## src/rtl/csc_col_stream.sv

```systemverilog
// csc_col_stream: streams the tridiagonal MAT_RANK x MAT_RANK matrix built from
// latched coefficients in CSC order (column by column, rows ascending), one
// nonzero per valid/ready beat.
module csc_col_stream #(
    parameter int MAT_RANK = 256,
    parameter int IDX_W    = $clog2(MAT_RANK),
    parameter int NNZ_W    = $clog2(3*MAT_RANK)
) (
    input  logic             clk,
    input  logic             rst,
    input  logic [31:0]      z0,
    input  logic [31:0]      z1,
    input  logic [31:0]      s_val_r,
    input  logic [31:0]      s_val_i,
    input  logic [31:0]      a0_val_r,
    input  logic [31:0]      a0_val_i,
    input  logic [31:0]      a1_val_r,
    input  logic [31:0]      a1_val_i,
    input  logic             val_vld,
    input  logic             start,
    output logic             busy,
    output logic             out_vld,
    input  logic             out_rdy,
    output logic [IDX_W-1:0] out_row,
    output logic [IDX_W-1:0] out_col,
    output logic [31:0]      out_val_r,
    output logic [31:0]      out_val_i,
    output logic [NNZ_W-1:0] out_nnz,
    output logic             out_last_col,
    output logic             out_last,
    output logic             done
);

    localparam logic [IDX_W-1:0] LAST_IDX = IDX_W'(MAT_RANK - 1);

    typedef enum logic {IDLE, EMIT} state_t;

    state_t           state;
    logic [31:0]      z0_q, z1_q, s_r_q, s_i_q, a0_r_q, a0_i_q, a1_r_q, a1_i_q;
    logic [IDX_W-1:0] col_cnt;
    logic [1:0]       slot_cnt;

    logic [IDX_W-1:0] nxt_row;
    logic [31:0]      nxt_val_r, nxt_val_i;
    logic             nxt_last_col, nxt_last;

    // Next beat from (column, slot): column 0 starts on the diagonal, every
    // other column starts on the super-diagonal entry one row above.
    always_comb begin
        nxt_row   = '0;
        nxt_val_r = '0;
        nxt_val_i = '0;
        if (col_cnt == '0) begin
            nxt_row = IDX_W'(slot_cnt);
            if (slot_cnt == 2'd0) begin
                nxt_val_r = z0_q;
                nxt_val_i = '0;
            end else begin
                nxt_val_r = a0_r_q;
                nxt_val_i = a0_i_q;
            end
        end else begin
            nxt_row = col_cnt - IDX_W'(1) + IDX_W'(slot_cnt);
            if (slot_cnt == 2'd0) begin
                nxt_val_r = a1_r_q;
                nxt_val_i = a1_i_q;
            end else if (slot_cnt == 2'd1) begin
                nxt_val_r = (col_cnt == LAST_IDX) ? z1_q : s_r_q;
                nxt_val_i = (col_cnt == LAST_IDX) ? 32'd0 : s_i_q;
            end else begin
                nxt_val_r = a0_r_q;
                nxt_val_i = a0_i_q;
            end
        end
        nxt_last_col = (slot_cnt == 2'd2) ||
                       ((slot_cnt == 2'd1) && ((col_cnt == '0) || (col_cnt == LAST_IDX)));
        nxt_last     = nxt_last_col && (col_cnt == LAST_IDX);
    end

    // Sequencer: coefficient latch in IDLE, beat generation with skid-free hold in EMIT.
    always_ff @(posedge clk or posedge rst) begin
        if (rst) begin
            state        <= IDLE;
            z0_q         <= '0;
            z1_q         <= '0;
            s_r_q        <= '0;
            s_i_q        <= '0;
            a0_r_q       <= '0;
            a0_i_q       <= '0;
            a1_r_q       <= '0;
            a1_i_q       <= '0;
            col_cnt      <= '0;
            slot_cnt     <= '0;
            busy         <= 1'b0;
            out_vld      <= 1'b0;
            out_row      <= '0;
            out_col      <= '0;
            out_val_r    <= '0;
            out_val_i    <= '0;
            out_nnz      <= '0;
            out_last_col <= 1'b0;
            out_last     <= 1'b0;
            done         <= 1'b0;
        end else begin
            done <= 1'b0;
            case (state)
                IDLE: begin
                    if (val_vld) begin
                        z0_q   <= z0;
                        z1_q   <= z1;
                        s_r_q  <= s_val_r;
                        s_i_q  <= s_val_i;
                        a0_r_q <= a0_val_r;
                        a0_i_q <= a0_val_i;
                        a1_r_q <= a1_val_r;
                        a1_i_q <= a1_val_i;
                    end
                    if (start) begin
                        state    <= EMIT;
                        busy     <= 1'b1;
                        col_cnt  <= '0;
                        slot_cnt <= '0;
                    end
                end
                EMIT: begin
                    if (!out_vld || out_rdy) begin
                        if (out_vld && out_last) begin
                            // Final beat accepted: clear the output fields and hand back.
                            state        <= IDLE;
                            busy         <= 1'b0;
                            done         <= 1'b1;
                            out_vld      <= 1'b0;
                            out_row      <= '0;
                            out_col      <= '0;
                            out_val_r    <= '0;
                            out_val_i    <= '0;
                            out_nnz      <= '0;
                            out_last_col <= 1'b0;
                            out_last     <= 1'b0;
                        end else begin
                            out_vld      <= 1'b1;
                            out_row      <= nxt_row;
                            out_col      <= col_cnt;
                            out_val_r    <= nxt_val_r;
                            out_val_i    <= nxt_val_i;
                            out_nnz      <= out_vld ? out_nnz + NNZ_W'(1) : '0;
                            out_last_col <= nxt_last_col;
                            out_last     <= nxt_last;
                            if (nxt_last_col) begin
                                slot_cnt <= '0;
                                col_cnt  <= (col_cnt == LAST_IDX) ? '0 : col_cnt + IDX_W'(1);
                            end else begin
                                slot_cnt <= slot_cnt + 2'd1;
                            end
                        end
                    end
                end
                default: state <= IDLE;
            endcase
        end
    end

endmodule

```

## config.mk

```make
export PLATFORM = sky130hd
export DESIGN_NAME = csc_col_stream
export DESIGN_NICKNAME = d
export VERILOG_FILES = /design/src/rtl/csc_col_stream.sv
export SDC_FILE = /design/constraint.sdc
export NUM_CORES = 1
export LEC_CHECK = 0
export ABC_AREA = 1
export CAP_MARGIN = 20
export CORE_AREA = 2 2 222 224
export DETAILED_ROUTE_END_ITERATION = 10
export DIE_AREA = 0 0 224 226
export DONT_BUFFER_PORTS = 1
export PLACE_DENSITY = 0.53
export SLEW_MARGIN = 20
export SYNTH_ARGS = -nofsm -noshare
export SYNTH_HDL_FRONTEND = slang
export SYNTH_SLANG_ARGS = --single-unit
```

## constraint.sdc

```tcl
create_clock -name clk -period 14 [get_ports clk]
set_input_delay 2.8 -clock clk [delete_from_list [all_inputs] [get_ports clk]]
set_output_delay 2.8 -clock clk [all_outputs]
set_load 0.02 [all_outputs]
```

======== After elaboration in Yosys (flattened, before gate mapping) ========
Index checks and enable logic that the tools add are counted.
W data, S select, Z words.
storage, ports and cells
  flip-flop bits (word level) ............. 362
  input port bits ......................... 261
  output and inout port bits .............. 95
  logic and storage cells ................. 90
operators by class
  add/sub/neg operators ................... 5
  equality and inequality tests ........... 8
  mux-type cells .......................... 41
  bitwise logic cells ..................... 1
  reductions and logical operators ........ 14
operators by type and width
  cell                     number
  $mux W32                 12
  $mux W8                  8
  $mux W10                 2
  $pmux W8 S2              1
  $mux W1                  11
  $add A10 B1 Y10 const B  1
  $add A8 B1 Y8 const B    1
  $add A8 B2 Y8            1
  $eq A8 B8 Y1 const B     1
  $logic_not A8 Y1         1
  $mux W2                  4
  $sub A8 B1 Y8 const B    1
  $ne A2 B1 Y1 const B     3
  $reduce_and A3 Y1        2
  $ne A2 B2 Y1 const B     2
  $pmux W1 S2              2
  $pmux W2 S2              1
  $reduce_and A2 Y1        2
  $reduce_and A4 Y1        1
  $logic_and A1 B1 Y1      3
  $logic_or A1 B1 Y1       3
  $add A2 B1 Y2 const B    1
  $eq A2 B1 Y1 const B     1
  $eq A2 B2 Y1 const B     1
  other kinds (3)          3

======== Longest topological paths before layout ========
Gate-level depths: netlist of the first run.
  depth in word-level cells ............... 8
  mapped depth ............................ 12
  gate-level depth less buffers ........... 12

======== Least setup slack after synthesis of the first run ========
No wires, ideal clock.
  kind .................................... input port to flip-flop
  start point ............................. input port val_vld
  end point ............................... register a0_i_q[14]
  library setup time ...................... 125 ps
  arrival ................................. 3551 ps
  required time ........................... 13875 ps
  path slack .............................. 10325 ps
  stages on the path ...................... 4
  buffers on the path ..................... 2
  cells stage by stage .................... nand2_2 -> buf_2 -> buf_6 -> mux2_2
on the way
  longest elaborated chain between the ends .. 1
ends and longest elaborated chain
  element                             line  source
  start, declared                     19    input logic val_vld,
  $reduce_and A2 Y1 (no source line)  -
  end signal, assigned                114   a0_i_q <= a0_val_i;
  end, declared                       39    logic [31:0] z0_q, z1_q, s_r_q, s_i_q, a0_r_q, a0_i_q, a1_r_q, a1_i_q;
Every way passes these cells.
A chain may end at the register's enable or synchronous reset.

======== Worst setup path after layout of the first run ========
  start point ............................. input port out_rdy
  end point ............................... register col_cnt[3]
on the way
  longest elaborated chain between the ends .. 3
ends and longest elaborated chain
  element                             line  source
  start, declared                     23    input logic out_rdy,
  $logic_or A1 B1 Y1                  126   if (!out_vld || out_rdy) begin
  $ne A2 B1 Y1 (no source line)       -
  $reduce_and A4 Y1 (no source line)  -
  end signal, assigned                151   col_cnt <= (col_cnt == LAST_IDX) ? '0 : col_cnt + IDX_W'(1);
  end, declared                       40    logic [IDX_W-1:0] col_cnt;
Every way passes these cells.

==> flow_summary.ini, run 1 <==
[status]
status = finished, final reports clean

[floorplanning]
die_h_um = 226
start_util = 0.347
num_rows = 81
core_area_um2 = 48300
dieArea_um2 = 50600
die_x_um = 224
io_pins = 356

[place]
portBuffers = 0
placedInstanceArea_um2 = 17100
hpwl_mm = 30.8
gp_congestion = 0.803

[synth]
ys_seq_elements = 362
synth_ff_type = dfrtp_1
synth_edf_count = 0
ys_warn_count = 0
synth_top_area_share = 0.540
ys_seq_area_frac = 0.540
yosys-top-cells-area = dfrtp_1, mux2_2, nand2_1
netlist_instances = 1705
synth_top_cell_by_area = dfrtp_1
yosysMostFrequentCell = nand2_1
avgSynthCellArea_um2 = 9.84
synth.distinct_cells = 32
synthTopCellsByCount = nand2_1, dfrtp_1, mux2_2
netlist_area_um2 = 16800
synth-async-reset-ratio = 1.00
synth_fp_nets = 1990

[finish]
final_layout_size_suffix_gt1_frac = 0.178
design_area_um2 = 18600
final_nets = 1948
synthToLayoutAreaGrowth_pct = 11.0
fillers = 4758
finish.utilization = 0.385

[clocking]
cts_setup_buffers = 0
root_buffer = clkbuf_16
clk_latency_ns = 0.57
cts_sinks = 362
h-tree-depth = 2
clock_path_buffers = 3
clk_pin_slew_ns = 0.06
numCtsBuffers = 43
cts_hold_buf = 0
cts-resized-gates = 0
cts_tree = yes

[global_route]
grt_util_met1 = 0.238
grt-busiest-layer = met2
grt.met2_usage = 0.301
grt_use_total = 0.187
grt_overflow = 0
grt_antenna_before_repair = 25
grt_pass1_vias = 12100
met3_usage = 0.0554
grt_pass1_wl_mm = 72.9
grt_max_degree = 196

[power]
p_per_area_nw_per_um2 = 195
p_leak_nw = 9.20
finalPower_mw = 3.63
vdd_drop_max_uv = 154

[route]
num_vias = 11900
ant_nets = 0
routed_via_density = 5.10
drc = 0
routed_wl_mm = 48.0
drt-pass1-iter-count = 5
drt_iter0_drc = 694
wl_per_cell_um = 20.5

[worst_setup_path]
worstPathRequired_ns = 14.43
max_stage_delay_ns = 0.93
path_cells = inv_1, nand2_1, nand2_4, nor2_4, inv_2, nand2_1, nand2_1, nand2_1, nand2_1
path_common_cell = nand2_1
cp_max_fo = 44
slowest_stage = nor2_4
end_kind = register
start_kind = primary input
crit_arrival_ns = 5.84
crit_type = primary input to register

[flow_run]
drv_cap = 0

[min_path]
hold_class = register to register

[timing]
final_hold_viol_count = 0
slew_viol_final = 0
finalCritPeriodShare = 0.386
fmax_mhz = 185
tightest_slew_ns = 1.14
skew_ns = 0.0259
fin_crit_ns = 5.41
rsz0062_at_grt = no
finalSetupViolCount = 0
slew_headroom = 0.242
final.setup.tns_ns = 0
whs_ns = 0.496
[critical path, delay by kind of cell]
| kind | cells | cell delay, ns |
|---|---|---|
| buffers and inverters | 2 | 0.72 |
| AND/OR/NAND/NOR | 7 | 2.29 |
[cell usage in the layout (no fill, tap or decap), types with 2 or more instances in the layout]
master / synthesis / final
nand4_1: 8 / 8
clkbuf_8: 0 / 12
buf_4: 3 / 12
nor2_1: 94 / 92
clkinv_2: 0 / 4
nand3_1: 149 / 149
diode_2: 0 / 15
nand2_1: 480 / 477
nor2_4: 2 / 4
dfrtp_1: 362 / 362
a31oi_1: 32 / 32
clkbuf_16: 0 / 44
nand2_2: 3 / 4
o22ai_1: 4 / 4
o21ai_0: 31 / 31
a21oi_1: 75 / 75
o21ai_1: 28 / 28
mux2_2: 200 / 200
xor2_1: 2 / 2
inv_2: 5 / 4
nor3_1: 2 / 2
bufinv_16: 0 / 5
mux2_1: 20 / 20
ha_1: 23 / 23
clkbuf_1: 21 / 10
inv_4: 1 / 2
inv_1: 76 / 75
[routing by layer]
metal | vias up | wire [µm]
li1 | 5588 | -
met1 | 5913 | 20500
met2 | 297 | 23000
met3 | 91 | 3090
met4 | 14 | 1290
met5 | - | 84
[through the flow]
stage	cells	setup slack, ns
floorplan	1705	1.15
global placement	2240	7.96
detailed placement	2240	7.94
CTS	2319	8.54
global route	2330	8.27
finish	2334	8.59
[report_power, final]
group,internal [mW],switching [mW]
Clock,0.735,0.460
Combinational,0.290,0.630
Sequential,1.22,0.293
Total,2.25,1.38
[path summary, 6_finish.rpt]
path	startpoint	to	slack (ns)	cells past startpoint
max	out_rdy	col_cnt[3]	8.59	9
min	a1_r_q[30]	a1_r_q[30]	0.50	1
min reg2reg	a1_r_q[30]	a1_r_q[30]	0.50	1
max reg2reg	out_vld	col_cnt[3]	10.23	8
max in group asynchronous	rst	z1_q[24]	9.83	3
min in group asynchronous	rst	z1_q[3]	2.16	1
[final cells by class]
cell class	count	area [µm²]	share of cell area
Antenna cell	15	37.5	0.00202
Clock buffer	66	1300	0.0700
Clock inverter	13	211	0.0114
Inverter	82	320	0.0172
Multi-Input combinational cell	1160	6790	0.365
Sequential cell	362	9060	0.486
Tap cell	622	778	0.0418
Timing Repair Buffer	14	121	0.00652
[cell families after synthesis]
family	Yosys count	share of synthesized area
buffers and inverters	183	0.0579
adder cells (fa/ha/maj)	24	0.0183
AND/OR/NAND/NOR	740	0.180
flip-flops	362	0.540
multiplexers	220	0.148
XOR/XNOR	3	0.00157
AO/OA/AOI/OAI	173	0.0547
[state kept, by name, summed over array words and instances, names as in the netlist]
register,cells
slot_cnt,2
z0_q,32
s_r_q,32
out_vld,1
out_last,1
out_val_r,32
out_row,8
out_col,8
a0_i_q,32
a0_r_q,32
a1_i_q,32
out_last_col,1
out_nnz,10
state,1
out_val_i,32
busy,1
a1_r_q,32
col_cnt,8
done,1
z1_q,32
s_i_q,32
No activity file was read; power rests on OpenSTA's default activity.
==> run 2: changes to the inputs <==
==> constraint.sdc (replaced) <==
create_clock -name clk -period 5.55 [get_ports clk]
set_input_delay 1.11 -clock clk [delete_from_list [all_inputs] [get_ports clk]]
set_output_delay 1.11 -clock clk [all_outputs]
set_load 0.02 [all_outputs]
==> run 2 against run 1 <==
Against the previous run:
- power grew 150%
- die area is the same
- cell count shrank 0.13%
- combinational power grew to 2.5 times the previous value
- flip-flop and latch count is the same
- utilization is essentially flat
- final area is essentially flat
- critical endpoint is now out_val_i[10]
- largest cell class unchanged
==> flow_summary.ini, run 2 (synthesis gave the netlist of run 1 again) <==
[status]
status = finished, final reports clean

[clocking]
clk_latency_ns = 0.57
clk_pin_slew_ns = 0.06
cts-resized-gates = 0
cts_setup_buffers = 0
numCtsBuffers = 43
cts_tree = yes
cts_hold_buf = 0
h-tree-depth = 2
cts_sinks = 362
root_buffer = clkbuf_16
clock_path_buffers = 3

[power]
p_leak_nw = 9.21
finalPower_mw = 9.03
vdd_drop_max_uv = 248
internal_power_mw = 5.58
combPwrFrac = 0.257
p_per_area_nw_per_um2 = 485
power.switching_mw = 3.45
seqPwrFrac = 0.422
switching_share = 0.382
p_clk_frac = 0.320

[global_route]
grt_use_total = 0.188
grt_pass1_vias = 12000
grt_overflow = 0
grt_pass1_wl_mm = 73.0
grt_antenna_before_repair = 16
grt_max_degree = 156

[place]
place_inst = 2244
placedInstanceArea_um2 = 17100
gp_congestion = 0.840
hpwl_mm = 30.9
portBuffers = 0
place_ws_ns = 2.15

[worst_setup_path]
cp_max_fo = 23
worstPathRequired_ns = 6.05
crit_arrival_ns = 3.56
end_kind = register
crit_type = register to register
start_kind = register

[floorplanning]
io_pins = 356
die_h_um = 226
die_x_um = 224
dieArea_um2 = 50600
num_rows = 81
core_area_um2 = 48300
start_util = 0.347

[route]
routed_wl_mm = 47.8
ant_nets = 0
wl_per_cell_um = 20.5
drc = 0
drt-pass1-iter-count = 5
routed_via_density = 5.12
drt_iter0_drc = 834
num_vias = 11900

[timing]
fmax_mhz = 327
skew_ns = 0.0262
slew_headroom = 0.331
setup_slack_ns = 2.49
finalCritPeriodShare = 0.551
slew_viol_final = 0
final_hold_viol_count = 0
finalSetupViolCount = 0
final.setup.tns_ns = 0
tightest_slew_ns = 1.00
fin_crit_ns = 3.06
rsz0062_at_grt = no

[finish]
final_layout_size_suffix_gt1_frac = 0.179
stdcell_count = 2331
fillers = 4831
final_common_cell = nand2_1
final_cell_mix = nand2_1, dfrtp_1, mux2_2
final_nets = 1953
design_area_um2 = 18600
synthToLayoutAreaGrowth_pct = 11.0

[min_path]
hold_class = register to register

[flow_run]
drv_cap = 0
-- run 2: cell count changes in the layout (fill, tap and decap cells not counted) --
cell,delta
buf_12,+3
buf_16,+1
buf_4,+2
buf_6,-1
bufinv_16,-1
clkbuf_8,-4
clkinv_2,+5
clkinv_4,-1
diode_2,-6
inv_8,-1
-- run 2: worst paths after layout --
kind,start,to,slack [ns],depth (start not counted)
worst max-delay path,col_cnt[2],out_val_i[10],2.49,12
worst min-delay path,a1_r_q[21],a1_r_q[21],0.50,1
worst max register to register,col_cnt[2],out_val_i[10],2.49,12
worst min register to register,a1_r_q[21],a1_r_q[21],0.50,1
max in group asynchronous,rst,a0_i_q[17],4.05,2
min in group asynchronous,rst,out_val_r[13],0.63,2
-- run 2: worst max-delay path: stages, from the launching register on --
cell and delay, ns:
dfrtp_1 0.52, inv_1 0.14, ha_1 0.22, nand2_1 0.13
inv_1 0.07, nand2_2 0.38, nand2_1 0.13, inv_1 0.74
buf_4 0.32, nand3_1 0.10, nand3_1 0.10, nand2_1 0.06
nand2_1 0.07
-- run 2: power groups by stage --
| stage | combinational [mW] | clock (mW) | sequential [mW] |
|---|---|---|---|
| CTS | 2.36 | 2.98 | 3.82 |
| detailed placement | 2.35 | 0 | 3.86 |
| finish | 2.32 | 2.89 | 3.81 |
| global route | 2.67 | 3.08 | 3.87 |
| floorplan | 1.77 | 0 | 3.69 |
| global placement | 2.33 | 0 | 3.86 |
-- run 2: through the flow --
| stage | util | hold WS [ns] |
|---|---|---|
| 2_1_floorplan | - | 0.465 |
| 3_3_place_gp | 0.354 | 0.477 |
| 3_5_place_dp | 0.354 | 0.486 |
| 4_1_cts | 0.384 | 0.500 |
| 5_1_grt | 0.385 | 0.513 |
| 6_report | 0.385 | 0.495 |
-- run 2: area by class of cell --
| cell class | count | area (µm²) | share of cell area |
|---|---|---|---|
| Sequential cell | 362 | 9060 | 0.487 |
| Multi-Input combinational cell | 1160 | 6790 | 0.365 |
| Clock buffer | 62 | 1250 | 0.0671 |
| Tap cell | 622 | 778 | 0.0418 |
| Inverter | 82 | 317 | 0.0170 |
| Timing Repair Buffer | 19 | 213 | 0.0114 |
| Clock inverter | 15 | 190 | 0.0102 |
| Antenna cell | 9 | 22.5 | 0.00121 |
-- run 2: metal layers --
layer | part of all wire | track usage | vias up
met1 | 0.44 | 0.243 | 5893
met2 | 0.47 | 0.302 | 358
li1 | - | - | 5595
met3 | 0.064 | 0.0528 | 84
met5 | 0.0018 | 0 | -
met4 | 0.026 | 0.0634 | 14
==> run 3: changes to the inputs <==
==> constraint.sdc (replaced) <==
create_clock -name clk -period 2.9 [get_ports clk]
set_input_delay 0.58 -clock clk [delete_from_list [all_inputs] [get_ports clk]]
set_output_delay 0.58 -clock clk [all_outputs]
set_load 0.02 [all_outputs]
==> run 3 against run 2 <==
Against the previous run:
- utilization rose by 0.57 points
- critical endpoint is now out_val_i[8]
- critical path type unchanged
- power rose by 94%
- wire length rose by 2.7%
- worst setup slack got worse by 1.8 ns
- clock skew fell by 0.0031 ns
==> flow_summary.ini, run 3 (synthesis gave the netlist of run 1 again) <==
[timing]
setup_slack_ns = 0.697
skew_ns = 0.0231
slew_headroom = 0.603
slew_viol_final = 0
final_hold_viol_count = 0
whs_ns = 0.131
finalSetupViolCount = 0
finalCritPeriodShare = 0.760
rsz0062_at_grt = no
tightest_slew_ns = 0.594
fin_crit_ns = 2.20
fmax_mhz = 454

[global_route]
grt_overflow = 0
grt_pass1_vias = 12500
grt_antenna_before_repair = 18
grt_max_degree = 92
grt_use_total = 0.194
grt_pass1_wl_mm = 75.2

[min_path]
hold_class = primary input to register
hold_depth = 1
min_from = a1_val_r[25]
hold_path_end = a1_r_q[25]

[worst_setup_path]
path_common_cell = nand2_1
max_stage_delay_ns = 0.42
crit_arrival_ns = 2.71
end_kind = register
slowest_stage = buf_4
worstPathRequired_ns = 3.41
crit_type = register to register
startpoint = slot_cnt[0]
rr_endpoint = out_val_i[8]
start_kind = register
cp_max_fo = 31
timing.rr.start = slot_cnt[0]
r2r_setup_slack_ns = 0.70
path_cells = inv_1, ha_1, inv_4, nor2_2, buf_4, nand2_1, nand3_1, nand2_1, nand2_1
r2r_cells = 9

[clocking]
clock_path_buffers = 3
numCtsBuffers = 43
cts_sinks = 362
cts-resized-gates = 0
clk_latency_ns = 0.58
root_buffer = clkbuf_16
cts_tree = yes
cts_setup_buffers = 0
clk_pin_slew_ns = 0.06
cts_hold_buf = 1
h-tree-depth = 2

[floorplanning]
dieArea_um2 = 50600
die_x_um = 224
io_pins = 356
core_area_um2 = 48300
die_h_um = 226
start_util = 0.347
num_rows = 81

[power]
finalPower_mw = 17.5
p_leak_nw = 9.35
vdd_drop_max_uv = 482
p_per_area_nw_per_um2 = 928

[route]
drt-pass1-iter-count = 4
ant_nets = 0
drc = 0
routed_wl_mm = 49.1
routed_via_density = 5.10
drt_iter0_drc = 685
num_vias = 12000
wl_per_cell_um = 20.9

[place]
place_ws_ns = 0.672
hpwl_mm = 32.9
placedInstanceArea_um2 = 17400
place_inst = 2264
portBuffers = 0
gp_congestion = 0.839

[finish]
final_common_cell = nand2_1
design_area_um2 = 18900
final_layout_size_suffix_gt1_frac = 0.191
multi_input_area_um2 = 6790
final_nets = 1973
synthToLayoutAreaGrowth_pct = 12.6
final_cell_mix = nand2_1, dfrtp_1, mux2_2
fillers = 4791
seq_area_um2 = 9060
stdcell_count = 2353

[status]
status = finished, final reports clean

[flow_run]
drv_cap = 0
[run 3: layout make-up]
class                   count  area share
diodes                     10     0.00132
flip-flops and latches    362       0.479
multi-input cells        1160       0.359
clock buffers              59      0.0655
inverters                  82      0.0168
clock inverters            19      0.0116
well taps                 622      0.0412
repair buffers             39      0.0249
[run 3: how the worst max path moves through the flow]
stage,cells after the start,end
final,9,out_val_i[8]
after global routing,12,out_row[7]
after CTS,9,out_val_i[23]
after detailed placement,9,out_val_i[8]
after global placement,9,out_val_i[28]
after floorplan,1,a0_i_q[0]
[run 3: metrics by stage]
stage                util  TNS (ns)
floorplan               -   -917.40
global placement    0.360         0
detailed placement  0.360         0
CTS                 0.390         0
global route        0.391         0
finish              0.391         0
[run 3: critical path, delay by kind of cell (launching register included)]
kind / cells / cell delay [ns]
simple gates: 5 / 0.53
buf+inv: 3 / 0.81
flops: 1 / 0.39
fa+ha+maj: 1 / 0.40
[run 3: metal layers]
metal / part of all wire / track usage / vias up / wire, µm
li1: - / - / 5621 / -
met5: 0.0013 / 0 / - / 66
met1: 0.43 / 0.246 / 5977 / 21100
met3: 0.060 / 0.0485 / 82 / 2970
met2: 0.48 / 0.320 / 313 / 23700
met4: 0.026 / 0.0744 / 10 / 1290
[run 3: where the power goes]
part	internal, mW	switching [mW]	total (mW)
clock network	3.35	2.20	5.55
logic	1.55	3.15	4.70
registers	5.91	1.37	7.28
